File: src/rtl/fetch_issue_if.sv
// fetch_issue_if: bundles the instruction-memory and decode-side signals of
// the dual-issue fetch stage.
//   master : the fetch stage (drives requests and instruction pairs)
//   slave  : the environment (memory responses, stall, redirect)
// Signals:
//   o_imem_req / o_imem_addr : pair read request and 8-byte-aligned address
//   i_imem_rdata             : returned pair, slot0 = mem[addr], slot1 = mem[addr+4]
//   o_insts / o_pc / o_valid : instruction pair presented to decode
//   i_stall                  : decode not accepting this cycle
//   i_redirect / i_redirect_pc : flush and restart fetch at a new address
//   o_done                   : program fully fetched and drained
interface fetch_issue_if #(
  parameter int ADDR_W = 32,
  parameter int DATA_W = 32
);
  logic                   o_imem_req;
  logic [ADDR_W-1:0]      o_imem_addr;
  logic [0:1][DATA_W-1:0] i_imem_rdata;
  logic [0:1][DATA_W-1:0] o_insts;
  logic [ADDR_W-1:0]      o_pc;
  logic                   o_valid;
  logic                   i_stall;
  logic                   i_redirect;
  logic [ADDR_W-1:0]      i_redirect_pc;
  logic                   o_done;

  modport master (
    output o_imem_req, o_imem_addr, o_insts, o_pc, o_valid, o_done,
    input  i_imem_rdata, i_stall, i_redirect, i_redirect_pc
  );

  modport slave (
    input  o_imem_req, o_imem_addr, o_insts, o_pc, o_valid, o_done,
    output i_imem_rdata, i_stall, i_redirect, i_redirect_pc
  );
endinterface

File: src/rtl/fetch_issue.sv
// fetch_issue: dual-issue instruction fetch stage.
// Walks a PC over instruction memory one 8-byte pair per request, buffers the
// returned pairs in a 2-entry queue and presents the head to decode. Supports
// branch redirect; all-zero words (NOP) are presented when nothing is valid.
// Ports:
//   i_clk   : clock, rising edge
//   i_rst_n : asynchronous active-low reset
//   bus     : fetch_issue_if.master (memory request/response, decode pair,
//             stall, redirect, done)
// Optional build macro FETCH_TRACE_EN: prints consumed pairs, redirects and
// DONE entry with $display; functional behaviour is unchanged.
module fetch_issue #(
  parameter int ADDR_W     = 32,
  parameter int RESET_PC   = 0,
  parameter int PROG_BYTES = 64,
  parameter int DATA_W     = 32
) (
  input  logic          i_clk,
  input  logic          i_rst_n,
  fetch_issue_if.master bus
);

  typedef enum logic [1:0] {
    S_IDLE  = 2'd0,
    S_RUN   = 2'd1,
    S_DRAIN = 2'd2,
    S_DONE  = 2'd3
  } state_t;

  state_t                 state;
  logic [ADDR_W-1:0]      pc;
  logic                   done_q;

  // request stage -> response stage
  logic                   inflight_p1;
  logic [ADDR_W-1:0]      inflight_pc_p1;

  // response stage -> queue / output
  logic [0:1][DATA_W-1:0] q_insts [0:1];
  logic [ADDR_W-1:0]      q_pc    [0:1];
  logic                   head;
  logic [1:0]             count;

  logic                   valid;
  logic                   consumed;
  logic                   push;
  logic                   tail;
  logic                   pc_in_prog;
  logic [2:0]             occupancy;
  logic                   req;
  logic                   drained;

  assign valid      = (count != 2'd0);
  assign consumed   = valid && !bus.i_stall;
  // A redirect discards the response landing in the same cycle.
  assign push       = inflight_p1 && !bus.i_redirect;
  // Tail slot: head when empty, the other slot when one entry is held.
  assign tail       = head ^ count[0];
  assign pc_in_prog = (pc < ADDR_W'(PROG_BYTES));
  // Entries that will be held next cycle if no new request is made; a new
  // request is only issued when its response is guaranteed a free slot.
  assign occupancy  = {1'b0, count} + 3'(inflight_p1) - 3'(consumed);
  assign req        = (state == S_RUN) && pc_in_prog && !bus.i_redirect &&
                      (occupancy < 3'd2);
  // Nothing in flight and the queue will be empty after this cycle's pop.
  assign drained    = !inflight_p1 && (occupancy == 3'd0);

  assign bus.o_imem_req  = req;
  assign bus.o_imem_addr = pc;
  assign bus.o_valid     = valid;
  assign bus.o_insts     = valid ? q_insts[head] : '0;
  assign bus.o_pc        = valid ? q_pc[head]    : '0;
  assign bus.o_done      = done_q;

  // Control: FSM, PC, in-flight flag and queue pointers.
  always_ff @(posedge i_clk or negedge i_rst_n) begin
    if (!i_rst_n) begin
      state       <= S_IDLE;
      pc          <= ADDR_W'(RESET_PC);
      inflight_p1 <= 1'b0;
      head        <= 1'b0;
      count       <= 2'd0;
      done_q      <= 1'b0;
    end else begin
      inflight_p1 <= req;
      if (req) pc <= pc + ADDR_W'(8);

      if (bus.i_redirect) begin
        head  <= 1'b0;
        count <= 2'd0;
      end else begin
        count <= count + 2'(push) - 2'(consumed);
        if (consumed) head <= ~head;
      end

      case (state)
        S_IDLE:  state <= S_RUN;
        S_RUN:   if (!pc_in_prog) state <= S_DRAIN;
        S_DRAIN: if (drained) begin
          state  <= S_DONE;
          done_q <= 1'b1;
        end
        S_DONE:  state <= S_DONE;
        default: state <= S_IDLE;
      endcase

      // Redirect overrides the transitions above; IDLE still moves to RUN.
      if (bus.i_redirect) begin
        pc     <= {bus.i_redirect_pc[ADDR_W-1:3], 3'b000};
        done_q <= 1'b0;
        if (state != S_IDLE) state <= S_RUN;
      end
    end
  end

  // Data: request PC follows the request; returned pair lands at the tail.
  always_ff @(posedge i_clk) begin
    if (req) inflight_pc_p1 <= pc;
    if (push) begin
      q_insts[tail] <= bus.i_imem_rdata;
      q_pc[tail]    <= inflight_pc_p1;
    end
  end

`ifdef FETCH_TRACE_EN
  always_ff @(posedge i_clk) begin
    if (i_rst_n) begin
      if (consumed)
        $display("FETCH pc=%h i0=%h i1=%h", bus.o_pc, bus.o_insts[0], bus.o_insts[1]);
      if (bus.i_redirect)
        $display("FETCH redirect %h", {bus.i_redirect_pc[ADDR_W-1:3], 3'b000});
      if (state == S_DRAIN && drained && !bus.i_redirect)
        $display("FETCH done");
    end
  end
`else
  // Trace output not built.
`endif

endmodule

File: src/flat_wrapper.sv
// flat-port wrapper written by rule: the top's interface ports become plain ports
module fetch_issue_flat 
#(
  parameter int ADDR_W     = 32,
  parameter int RESET_PC   = 0,
  parameter int PROG_BYTES = 64,
  parameter int DATA_W     = 32
)
  (i_clk, i_rst_n, bus_o_imem_req, bus_o_imem_addr, bus_o_insts, bus_o_pc, bus_o_valid, bus_o_done, bus_i_imem_rdata, bus_i_stall, bus_i_redirect, bus_i_redirect_pc);
  fetch_issue_if #(.ADDR_W(ADDR_W), .DATA_W(DATA_W)) bus_i ();
  input  logic i_clk;
  input  logic i_rst_n;
  output wire logic [$bits(bus_i.o_imem_req)-1:0] bus_o_imem_req;
  output wire logic [$bits(bus_i.o_imem_addr)-1:0] bus_o_imem_addr;
  output wire logic [$bits(bus_i.o_insts)-1:0] bus_o_insts;
  output wire logic [$bits(bus_i.o_pc)-1:0] bus_o_pc;
  output wire logic [$bits(bus_i.o_valid)-1:0] bus_o_valid;
  output wire logic [$bits(bus_i.o_done)-1:0] bus_o_done;
  input wire logic [$bits(bus_i.i_imem_rdata)-1:0] bus_i_imem_rdata;
  input wire logic [$bits(bus_i.i_stall)-1:0] bus_i_stall;
  input wire logic [$bits(bus_i.i_redirect)-1:0] bus_i_redirect;
  input wire logic [$bits(bus_i.i_redirect_pc)-1:0] bus_i_redirect_pc;
  assign bus_o_imem_req = bus_i.o_imem_req;
  assign bus_o_imem_addr = bus_i.o_imem_addr;
  assign bus_o_insts = bus_i.o_insts;
  assign bus_o_pc = bus_i.o_pc;
  assign bus_o_valid = bus_i.o_valid;
  assign bus_o_done = bus_i.o_done;
  assign bus_i.i_imem_rdata = bus_i_imem_rdata;
  assign bus_i.i_stall = bus_i_stall;
  assign bus_i.i_redirect = bus_i_redirect;
  assign bus_i.i_redirect_pc = bus_i_redirect_pc;
  fetch_issue #(.ADDR_W(ADDR_W), .RESET_PC(RESET_PC), .PROG_BYTES(PROG_BYTES), .DATA_W(DATA_W)) u_core (.i_clk(i_clk), .i_rst_n(i_rst_n), .bus(bus_i));
endmodule
File: config.mk
export PLATFORM = sky130hd
export DESIGN_NAME = fetch_issue_flat
export DESIGN_NICKNAME = d
export VERILOG_FILES = /design/src/rtl/fetch_issue_if.sv /design/src/rtl/fetch_issue.sv /design/src/flat_wrapper.sv
export SDC_FILE = /design/constraint.sdc
export NUM_CORES = 1
export LEC_CHECK = 0
export ABC_CLOCK_PERIOD_IN_PS = 13670
export CORE_MARGIN = 2
export CORE_UTILIZATION = 29
export DETAILED_ROUTE_END_ITERATION = 8
export MAX_ROUTING_LAYER = met4
export PLACE_DENSITY_LB_ADDON = 0.1
export SYNTH_ARGS = -nofsm -noshare
export SYNTH_HDL_FRONTEND = slang
export SYNTH_SLANG_ARGS = --single-unit
File: constraint.sdc
create_clock -name i_clk -period 13.67 [get_ports i_clk]
set_input_delay 4.101 -clock i_clk [delete_from_list [all_inputs] [get_ports i_clk]]
set_output_delay 4.101 -clock i_clk [all_outputs]
set_load 0.02 [all_outputs]
==> impl_metrics.csv, run 1 <==
group,metric,value,unit
run_status,run_status,"finished clean",
cts,htreeDepth,1,
worst_setup_path,critPathLaunchType,"primary input",
global_route,use_met3,3.58,%
drt,via_per_inst,4.25,
cts,cts_setup_buffers,0,
final_layout,mostFrequentLayoutCell,"clkdlybuf4s50_1",
drt,vias,5363,
die,core-area,32400,um^2
global_route,met1_usage,15.8,%
power,total_power,1.64,mW
worst_setup_path,worstSetupPathType,"in -> out",
yosys,yosysSeqAreaShare,77.5,%
sta,fmax,87.6,MHz
final_layout,drive_above_1_share,10.1,%
die,die_w,185,um
final_layout,num-nets-final,899,
worst_setup_path,path_depth,8,
global_route,met2_usage,20.4,%
cts,cts_resized,0,
drt,drc,0,
drt,antenna_left,0,
global_route,gr-total-overflow,0,
power,p_leak,4.25,nW
worst_setup_path,end_kind,"primary output",
final_layout,nFillCells,3049,
worst_setup_path,critical_path_arrival,7.31,ns
worst_setup_path,worst-r2r-cell-count,10,
worst_setup_path,path_buf_inv,2,
die,io_pins,231,
drt,wl_per_cell,17.0,um
cts,cts_root_buf,"clkbuf_16",
placed_design,place_congestion,0.702,
power,ir_worst_vdd,0.0827,mV
cts,cts_tree,"done",
worst_setup_path,path_max_fanout,7,
placed_design,portBuffers,221,
sta,tns,0,ns
sta,drv_slew,0,
job,max_cap_viol_count,0,
yosys,synth_cell_types,34,
sta,worst_slew_pin_slew,1.14,ns
cts,clkTransAtPathRegs,0.06,ns
die,dieHeight,185,um
sta,setup_viol,0,
global_route,grt_max_degree,64,
final_layout,area_delta_synth_final,38.2,%
worst_setup_path,required,9.57,ns
drt,routed_wirelength,21500,um
sta,period_minus_slack,11.41,ns
worst_hold_path,hold_path_class,"reg -> reg",
yosys,ys_warn_count,0,
worst_setup_path,cp_cell_sequence,"clkdlybuf4s50_1 -> or3_1 -> nand2_1 -> ha_1 -> fa_1 -> or3_1 -> nor4_2 -> clkdlybuf4s50_1",
yosys,synth_ff_type,"edfxtp_1",
worst_setup_path,cp_top_family,"simple AND/OR/NAND/NOR gates",
global_route,antenna_found_initial,0,
cts,cts_hold_buf,0,
sta,rsz0062_at_grt,"no",
cts,clock_sinks,251,
global_route,grt_busiest_layer,"met2",
yosys,syn_inst,560,
worst_hold_path,whs_path_depth,0,
cts,clk_latency,0.54,ns
placed_design,dp_hpwl,13500,um
worst_setup_path,cp_slowest_cell,"clkdlybuf4s50_1",
global_route,grt_pass1_wl,32500,um
sta,fin_skew,0.0135,ns
global_route,grt_usage,12.7,%
sta,slew_headroom,23.8,%
power,p_per_area,125,nW/um^2
worst_setup_path,cp_slowest_stage_delay,0.73,ns
sta,final_hold_viol_count,0,
cts,clk_path_buf_depth,3,
global_route,grt_pass1_vias,5763,
drt,dr.pass1.iters,4,
drt,drt_iter0_drc,208,
yosys,ys_ff_latch,251,
yosys,synthArstFlopShare,14.3,%
die,dieArea,34200,um^2
yosys,syn_area_per_cell,16.9,um^2
die,std_cell_rows,66,
yosys,synth_edf_count,215,
yosys,syn-cell-area,9490,um^2
cts,cts_buffers,30,
final_layout,layout_common_cells,"219 x clkdlybuf4s50_1, 215 x edfxtp_1, 100 x nor2_1",
sta,period_share,83.5,%
die,start_util,29.3,%
## metrics by stage
stage	hold WS [ns]	cell area, um^2	utilization [%]	worst slack, ns	std cells
after floorplan	0.421	9510	-	0.569	565
after global routing	0.439	13100	40.5	2.05	1261
after global placement	0.424	12200	37.7	2.23	1205
after detailed placement	0.430	12200	37.7	2.20	1205
after CTS	0.441	13100	40.5	2.18	1261
final	0.439	13100	40.5	2.26	1262
## flip-flops by register name, summed over array words and instances (netlist names)
register,count
u_core.state,2
u_core.inflight_pc_p1,29
u_core.count,2
u_core.q_pc,58
u_core.bus.o_done,1
u_core.bus.o_imem_addr,29
u_core.inflight_p1,1
u_core.head,1
u_core.q_insts,128
## Yosys cell counts, types with 2 or more instances
cell / n / area, um^2
a21oi_1: 3 / 15.0
buf_4: 6 / 45.0
nand2b_1: 3 / 18.8
nor2b_1: 2 / 12.5
nand3_1: 2 / 10.0
ha_1: 3 / 37.5
xor2_1: 2 / 17.5
o21ai_0: 4 / 20.0
buf_1: 10 / 37.5
nor2_1: 101 / 379
o31a_1: 2 / 17.5
dfrtp_1: 36 / 901
a31oi_1: 2 / 12.5
or3_1: 4 / 25.0
o31ai_1: 2 / 15.0
nor4_1: 9 / 56.3
mux2_2: 25 / 282
mux2i_1: 93 / 931
nand2_1: 3 / 11.3
buf_2: 5 / 25.0
inv_1: 5 / 18.8
edfxtp_1: 215 / 6460
clkbuf_1: 10 / 37.5
or4_1: 3 / 22.5
## layout make-up
| cell class | instances | area, um^2 | share of cell area [%] |
|---|---|---|---|
| Inverter | 5 | 18.8 | 0.143 |
| Antenna cell | 1 | 2.50 | 0.0191 |
| Timing Repair Buffer | 229 | 2260 | 17.2 |
| Tap cell | 442 | 553 | 4.22 |
| Multi-Input combinational cell | 278 | 2010 | 15.3 |
| Clock buffer | 38 | 811 | 6.18 |
| Clock inverter | 18 | 97.6 | 0.744 |
| Sequential cell | 251 | 7360 | 56.1 |
## final timing paths
kind                                            from                    endpoint  slack, ns
setup / recovery                         bus_i_stall              bus_o_imem_req       2.26
hold / removal             u_core.inflight_pc_p1[16]          u_core.q_pc[1][16]       0.44
setup reg to reg                     u_core.count[0]   u_core.inflight_pc_p1[16]       9.10
hold reg to reg            u_core.inflight_pc_p1[16]          u_core.q_pc[1][16]       0.44
max in group asynchronous                    i_rst_n                 u_core.head       9.34
min in group asynchronous                    i_rst_n  u_core.bus.o_imem_addr[21]       3.69
## cells by family after synthesis
group                    synth area share, %
buffers and inverters                   1.73
multiplexers                            12.8
other                                 0.0395
flip-flops                              77.5
AO/OA/AOI/OAI                           1.09
AND/OR/NAND/NOR                         5.96
XOR/XNOR                               0.277
adder cells (fa/ha/maj)                0.607
## report_power, final
group / internal [mW] / switching, mW / leakage, nW
logic: 0.0475 / 0.0322 / 1.44
clock network: 0.417 / 0.296 / 0.448
registers: 0.839 / 0.0110 / 2.36
## metal layers
layer | vias to the layer above | wire, um | part of all wire [%]
met5 | - | 0 | 0
met4 | 0 | 419 | 2.0
met3 | 34 | 1540 | 7.2
met2 | 170 | 10200 | 47
met1 | 2605 | 9350 | 44
li1 | 2554 | - | -
No activity file was read; power rests on OpenSTA's default activity.
==> run 2, diff against run 1 <==
--- a/config.mk
+++ b/config.mk
@@ -5,7 +5,7 @@
 export SDC_FILE = /design/constraint.sdc
 export NUM_CORES = 1
 export LEC_CHECK = 0
-export ABC_CLOCK_PERIOD_IN_PS = 13670
+export ABC_CLOCK_PERIOD_IN_PS = 9200
 export CORE_MARGIN = 2
 export CORE_UTILIZATION = 29
 export DETAILED_ROUTE_END_ITERATION = 8
==> constraint.sdc (replaced) <==
create_clock -name i_clk -period 9.2 [get_ports i_clk]
set_input_delay 2.76 -clock i_clk [delete_from_list [all_inputs] [get_ports i_clk]]
set_output_delay 2.76 -clock i_clk [all_outputs]
set_load 0.02 [all_outputs]
==> run 2 against run 1 <==
Compared with the run above:
- hold slack better by 0.0023 ns
- clock skew up 0.00058 ns
- cell count down 0.48%
- setup slack worse by 1.7 ns
==> impl_metrics.csv, run 2 (same netlist as run 1, synthesis figures left out) <==
group,metric,value,unit
run_status,run_status,"finished clean",
worst_setup_path,worst-r2r-cell-count,4,
power,p_comb_share,4.7,%
global_route,grt_max_degree,81,
drt,antenna_left,0,
die,core-area,32400,um^2
final_layout,area_delta_synth_final,38.8,%
cts,cts_tree,"done",
drt,drc,0,
sta,slew_headroom,28.4,%
cts,cts_resized,0,
worst_setup_path,timing.rr.start,"u_core.head",
worst_setup_path,worstSetupPathType,"in -> out",
drt,dr.pass1.iters,4,
drt,routed_wirelength,21700,um
drt,drt_iter0_drc,240,
final_layout,drive_above_1_share,9.96,%
sta,period_share,94.1,%
power,power.switching,0.503,mW
cts,cts_buffers,29,
power,p_leak,4.27,nW
global_route,grt_usage,12.8,%
sta,rsz0062_at_grt,"no",
final_layout,top_regs,"u_core.q_insts (128), u_core.q_pc (58)",
cts,htreeDepth,1,
power,p_per_area,193,nW/um^2
global_route,antenna_found_initial,1,
drt,wl_per_cell,17.3,um
worst_setup_path,critical_path_arrival,5.90,ns
sta,worst_slew_pin_slew,1.07,ns
die,die_w,185,um
power,seqPwrFrac,49.8,%
placed_design,place_congestion,0.711,
cts,cts_root_buf,"clkbuf_16",
cts,cts_hold_buf,0,
die,dieArea,34200,um^2
global_route,grt_pass1_wl,32900,um
cts,clock_sinks,251,
sta,period_minus_slack,8.66,ns
final_layout,largest_reg_flops,128,
power,clkPwrFrac,45.5,%
cts,clk_path_buf_depth,3,
final_layout,num-nets-final,897,
power,p_int,2.03,mW
worst_hold_path,hold_path_class,"reg -> reg",
cts,clkTransAtPathRegs,0.06,ns
final_layout,largest-register,"u_core.q_insts",
worst_setup_path,required,6.44,ns
die,std_cell_rows,66,
final_layout,utilization,40.7,%
placed_design,dp_hpwl,13600,um
placed_design,portBuffers,221,
global_route,gr-total-overflow,0,
worst_setup_path,end_kind,"primary output",
worst_setup_path,regToRegSetupSlack,5.24,ns
worst_setup_path,cp-startpoint,"bus_i_stall",
sta,fmax,115,MHz
global_route,grt_pass1_vias,5911,
sta,final_hold_viol_count,0,
worst_setup_path,rr_endpoint,"u_core.q_insts[1][6]",
die,start_util,29.3,%
sta,drv_slew,0,
worst_setup_path,endpoint,"bus_o_imem_req",
power,switching_share,19.8,%
sta,fin_skew,0.0141,ns
cts,clk_latency,0.53,ns
sta,tns,0,ns
drt,vias,5452,
job,max_cap_viol_count,0,
worst_setup_path,critPathLaunchType,"primary input",
die,io_pins,231,
power,ir_worst_vdd,0.134,mV
final_layout,mostFrequentLayoutCell,"clkdlybuf4s50_1",
sta,setup_viol,0,
drt,via_per_inst,4.34,
cts,cts_setup_buffers,0,
final_layout,layout_common_cells,"219 x clkdlybuf4s50_1, 215 x edfxtp_1, 100 x nor2_1",
die,dieHeight,185,um
worst_setup_path,path_max_fanout,7,
run 2: how the worst min path moves through the flow:
| stage | from | endpoint | slack [ns] | cells after the start |
|---|---|---|---|---|
| after floorplan | u_core.inflight_pc_p1[10] | u_core.q_pc[0][10] | 0.42 | 0 |
| after global placement | u_core.inflight_pc_p1[26] | u_core.q_pc[0][26] | 0.42 | 0 |
| after detailed placement | u_core.inflight_pc_p1[27] | u_core.q_pc[1][27] | 0.43 | 0 |
| after CTS | u_core.inflight_pc_p1[27] | u_core.q_pc[0][27] | 0.44 | 0 |
| after global routing | u_core.inflight_pc_p1[27] | u_core.q_pc[0][27] | 0.45 | 0 |
| final | u_core.inflight_pc_p1[27] | u_core.q_pc[0][27] | 0.44 | 0 |
run 2: cell type report:
cell class                      instances  area, um^2
Sequential cell                       251        7360
Clock inverter                         19         214
Antenna cell                            1        2.50
Multi-Input combinational cell        278        2020
Timing Repair Buffer                  228        2250
Fill cell                            3039       19200
Clock buffer                           32         747
Tap cell                              442         553
Inverter                                5        18.8
run 2: power groups by stage:
stage / clock [mW] / sequential (mW) / combinational (mW)
after floorplan: 0 / 1.30 / 0.0252
after global placement: 0 / 1.29 / 0.118
after detailed placement: 0 / 1.29 / 0.120
after CTS: 1.19 / 1.26 / 0.121
after global routing: 1.24 / 1.27 / 0.127
final: 1.15 / 1.26 / 0.119
run 2: routing by layer:
layer | GRT usage [%] | wire [um] | vias up
met2 | 21.8 | 10500 | 164
met4 | 3.05 | 464 | 0
met1 | 14.9 | 9240 | 2705
met3 | 3.78 | 1470 | 32
li1 | - | - | 2551
met5 | - | 0 | -
run 2: per-stage QoR:
step / instances / hold slack (ns) / area, um^2 / worst slack, ns / power (mW)
after floorplan: 565 / 0.421 / 9520 / 0.211 / 1.32
after global placement: 1204 / 0.422 / 12200 / 0.550 / 1.40
after detailed placement: 1204 / 0.430 / 12200 / 0.530 / 1.41
after CTS: 1255 / 0.441 / 13200 / 0.514 / 2.58
after global routing: 1256 / 0.447 / 13200 / 0.365 / 2.63
final: 1256 / 0.442 / 13200 / 0.542 / 2.54
run 2: worst max-delay path: stages:
cell and delay, ns:
clkdlybuf4s50_1 0.51, or3_1 0.46, nand2_1 0.08, ha_1 0.15
fa_1 0.45, or3_1 0.51, nor4_4 0.28, clkdlybuf4s50_1 0.70
==> run 3, diff against run 2 <==
--- a/config.mk
+++ b/config.mk
@@ -7,7 +7,8 @@
 export LEC_CHECK = 0
 export ABC_CLOCK_PERIOD_IN_PS = 9200
 export CORE_MARGIN = 2
-export CORE_UTILIZATION = 29
+export CORE_UTILIZATION = 40
+export CTS_CLUSTER_SIZE = 24
 export DETAILED_ROUTE_END_ITERATION = 8
 export MAX_ROUTING_LAYER = met4
 export PLACE_DENSITY_LB_ADDON = 0.1
==> run 3 against run 2 <==
Compared with the run above:
- non-clock buffer count is the same
- die area fell by 27%
- clock skew is 0.0019 ns lower
- global-route usage up 2.8 points
- setup slack improved by 0.090 ns
- hold slack better by 0.0021 ns
- first-iteration DRC count shrank 8.3%
- highest routed layer unchanged
- largest power group unchanged
- count of clock-buffer cells in the layout is 7 higher
==> impl_metrics.csv, run 3 (same netlist as run 1, synthesis figures left out) <==
group,metric,value,unit
run_status,run_status,"finished clean",
placed_design,post-place-cells,1081,
final_layout,num-nets-final,895,
worst_setup_path,worstSetupPathType,"in -> out",
worst_setup_path,end_kind,"primary output",
worst_hold_path,whs_path_depth,0,
sta,rsz0062_at_grt,"no",
drt,routed_wirelength,19600,um
die,dieHeight,158,um
global_route,gr-total-overflow,0,
cts,cts_hold_buf,0,
worst_setup_path,cp_cell_sequence,"clkdlybuf4s50_1 -> or3_1 -> nand2_1 -> ha_1 -> fa_1 -> or3_1 -> nor4_4 -> clkdlybuf4s50_1",
final_layout,finalNonFillerCells,1132,
sta,final_hold_viol_count,0,
final_layout,largest-register,"u_core.q_insts",
global_route,grt_pass1_wl,29400,um
worst_setup_path,required,6.44,ns
power,p_per_area,186,nW/um^2
die,start_util,40.6,%
cts,clkTransAtPathRegs,0.05,ns
worst_hold_path,hold_path_class,"reg -> reg",
drt,antenna_left,0,
sta,slew_headroom,36.4,%
placed_design,dp_hpwl,12300,um
worst_setup_path,cp_slowest_cell,"clkdlybuf4s50_1",
cts,clock_sinks,251,
power,ir_worst_vdd,0.128,mV
die,core-area,23400,um^2
die,dieArea,25000,um^2
drt,via_per_inst,4.79,
sta,fin_skew,0.0122,ns
cts,cts_resized,0,
placed_design,portBuffers,221,
cts,clk_path_buf_depth,3,
final_layout,nFillCells,1945,
drt,wl_per_cell,17.3,um
drt,wirelength_met1,7970,um
drt,drt_iter0_drc,220,
drt,dr.pass1.iters,4,
job,max_cap_viol_count,0,
sta,fmax,117,MHz
final_layout,drive_above_1_share,9.73,%
cts,cts_setup_buffers,0,
final_layout,top_regs,"u_core.q_insts (128), u_core.q_pc (58)",
cts,cts_tree,"done",
final_layout,layout_common_cells,"219 x clkdlybuf4s50_1, 215 x edfxtp_1, 100 x nor2_1",
global_route,grt_max_degree,84,
die,io_pins,231,
placed_design,place_congestion,0.737,
die,die_w,158,um
drt,routed.top_layer,"met4",
sta,setup_viol,0,
sta,period_share,93.1,%
drt,wl_met3,1700,um
worst_setup_path,critical_path_arrival,5.81,ns
sta,worst_slew_pin_slew,0.954,ns
drt,met2_length,9530,um
cts,clk_latency,0.52,ns
die,std_cell_rows,56,
sta,period_minus_slack,8.57,ns
global_route,antenna_found_initial,1,
worst_setup_path,worst-r2r-cell-count,9,
global_route,grt_pass1_vias,5600,
drt,drc,0,
sta,drv_slew,0,
global_route,grt_usage,15.6,%
cts,cts_buffers,27,
cts,cts_root_buf,"clkbuf_16",
sta,tns,0,ns
sta,whs,0.444,ns
worst_setup_path,path_max_fanout,7,
final_layout,area_delta_synth_final,36.0,%
worst_setup_path,cp_slowest_stage_delay,0.69,ns
cts,htreeDepth,1,
final_layout,mostFrequentLayoutCell,"clkdlybuf4s50_1",
drt,vias,5419,
power,p_leak,4.21,nW
worst_setup_path,critPathLaunchType,"primary input",
final_layout,largest_reg_flops,128,
run 3: power by group:
group,switching (mW),internal (mW)
clock,0.417,0.602
sequential,0.0158,1.25
combinational,0.0481,0.0705
run 3: through the flow:
| step | utilization, % | power [mW] | area (um^2) | worst slack [ns] |
|---|---|---|---|---|
| after floorplan | - | 1.32 | 9520 | 0.211 |
| after global placement | 51.5 | 1.40 | 12100 | 0.636 |
| after detailed placement | 51.5 | 1.40 | 12100 | 0.638 |
| after CTS | 55.2 | 2.43 | 12900 | 0.621 |
| after global routing | 55.2 | 2.49 | 12900 | 0.461 |
| final | 55.2 | 2.40 | 12900 | 0.631 |
run 3: final timing paths:
kind,start,end,slack (ns)
worst min register to register,u_core.inflight_pc_p1[18],u_core.q_pc[0][18],0.44
worst max register to register,u_core.count[0],u_core.inflight_pc_p1[20],5.89
worst min-delay path,u_core.inflight_pc_p1[18],u_core.q_pc[0][18],0.44
min in group asynchronous,i_rst_n,u_core.bus.o_imem_addr[26],2.34
worst max-delay path,bus_i_stall,bus_o_imem_req,0.63
max in group asynchronous,i_rst_n,u_core.head,6.23
run 3: cell type report:
class,instances,area [um^2],area share [%]
Timing Repair Buffer,228,2250,17.5
Tap cell,319,399,3.09
Multi-Input combinational cell,278,2020,15.7
Sequential cell,251,7360,57.0
Antenna cell,1,2.50,0.0194
Clock inverter,11,88.8,0.688
Clock buffer,39,761,5.89
Inverter,5,18.8,0.145
run 3: metal layers:
layer,GRT usage [%],up-vias
met5,-,-
met4,4.59,0
met3,4.85,31
met2,26.5,183
met1,17.9,2646
li1,-,2559
run 3: critical path: cells and delay by family:
| family | cells | cell delay, ns |
|---|---|---|
| buf+inv | 2 | 1.19 |
| simple gates | 4 | 1.24 |
| fa+ha+maj | 2 | 0.60 |
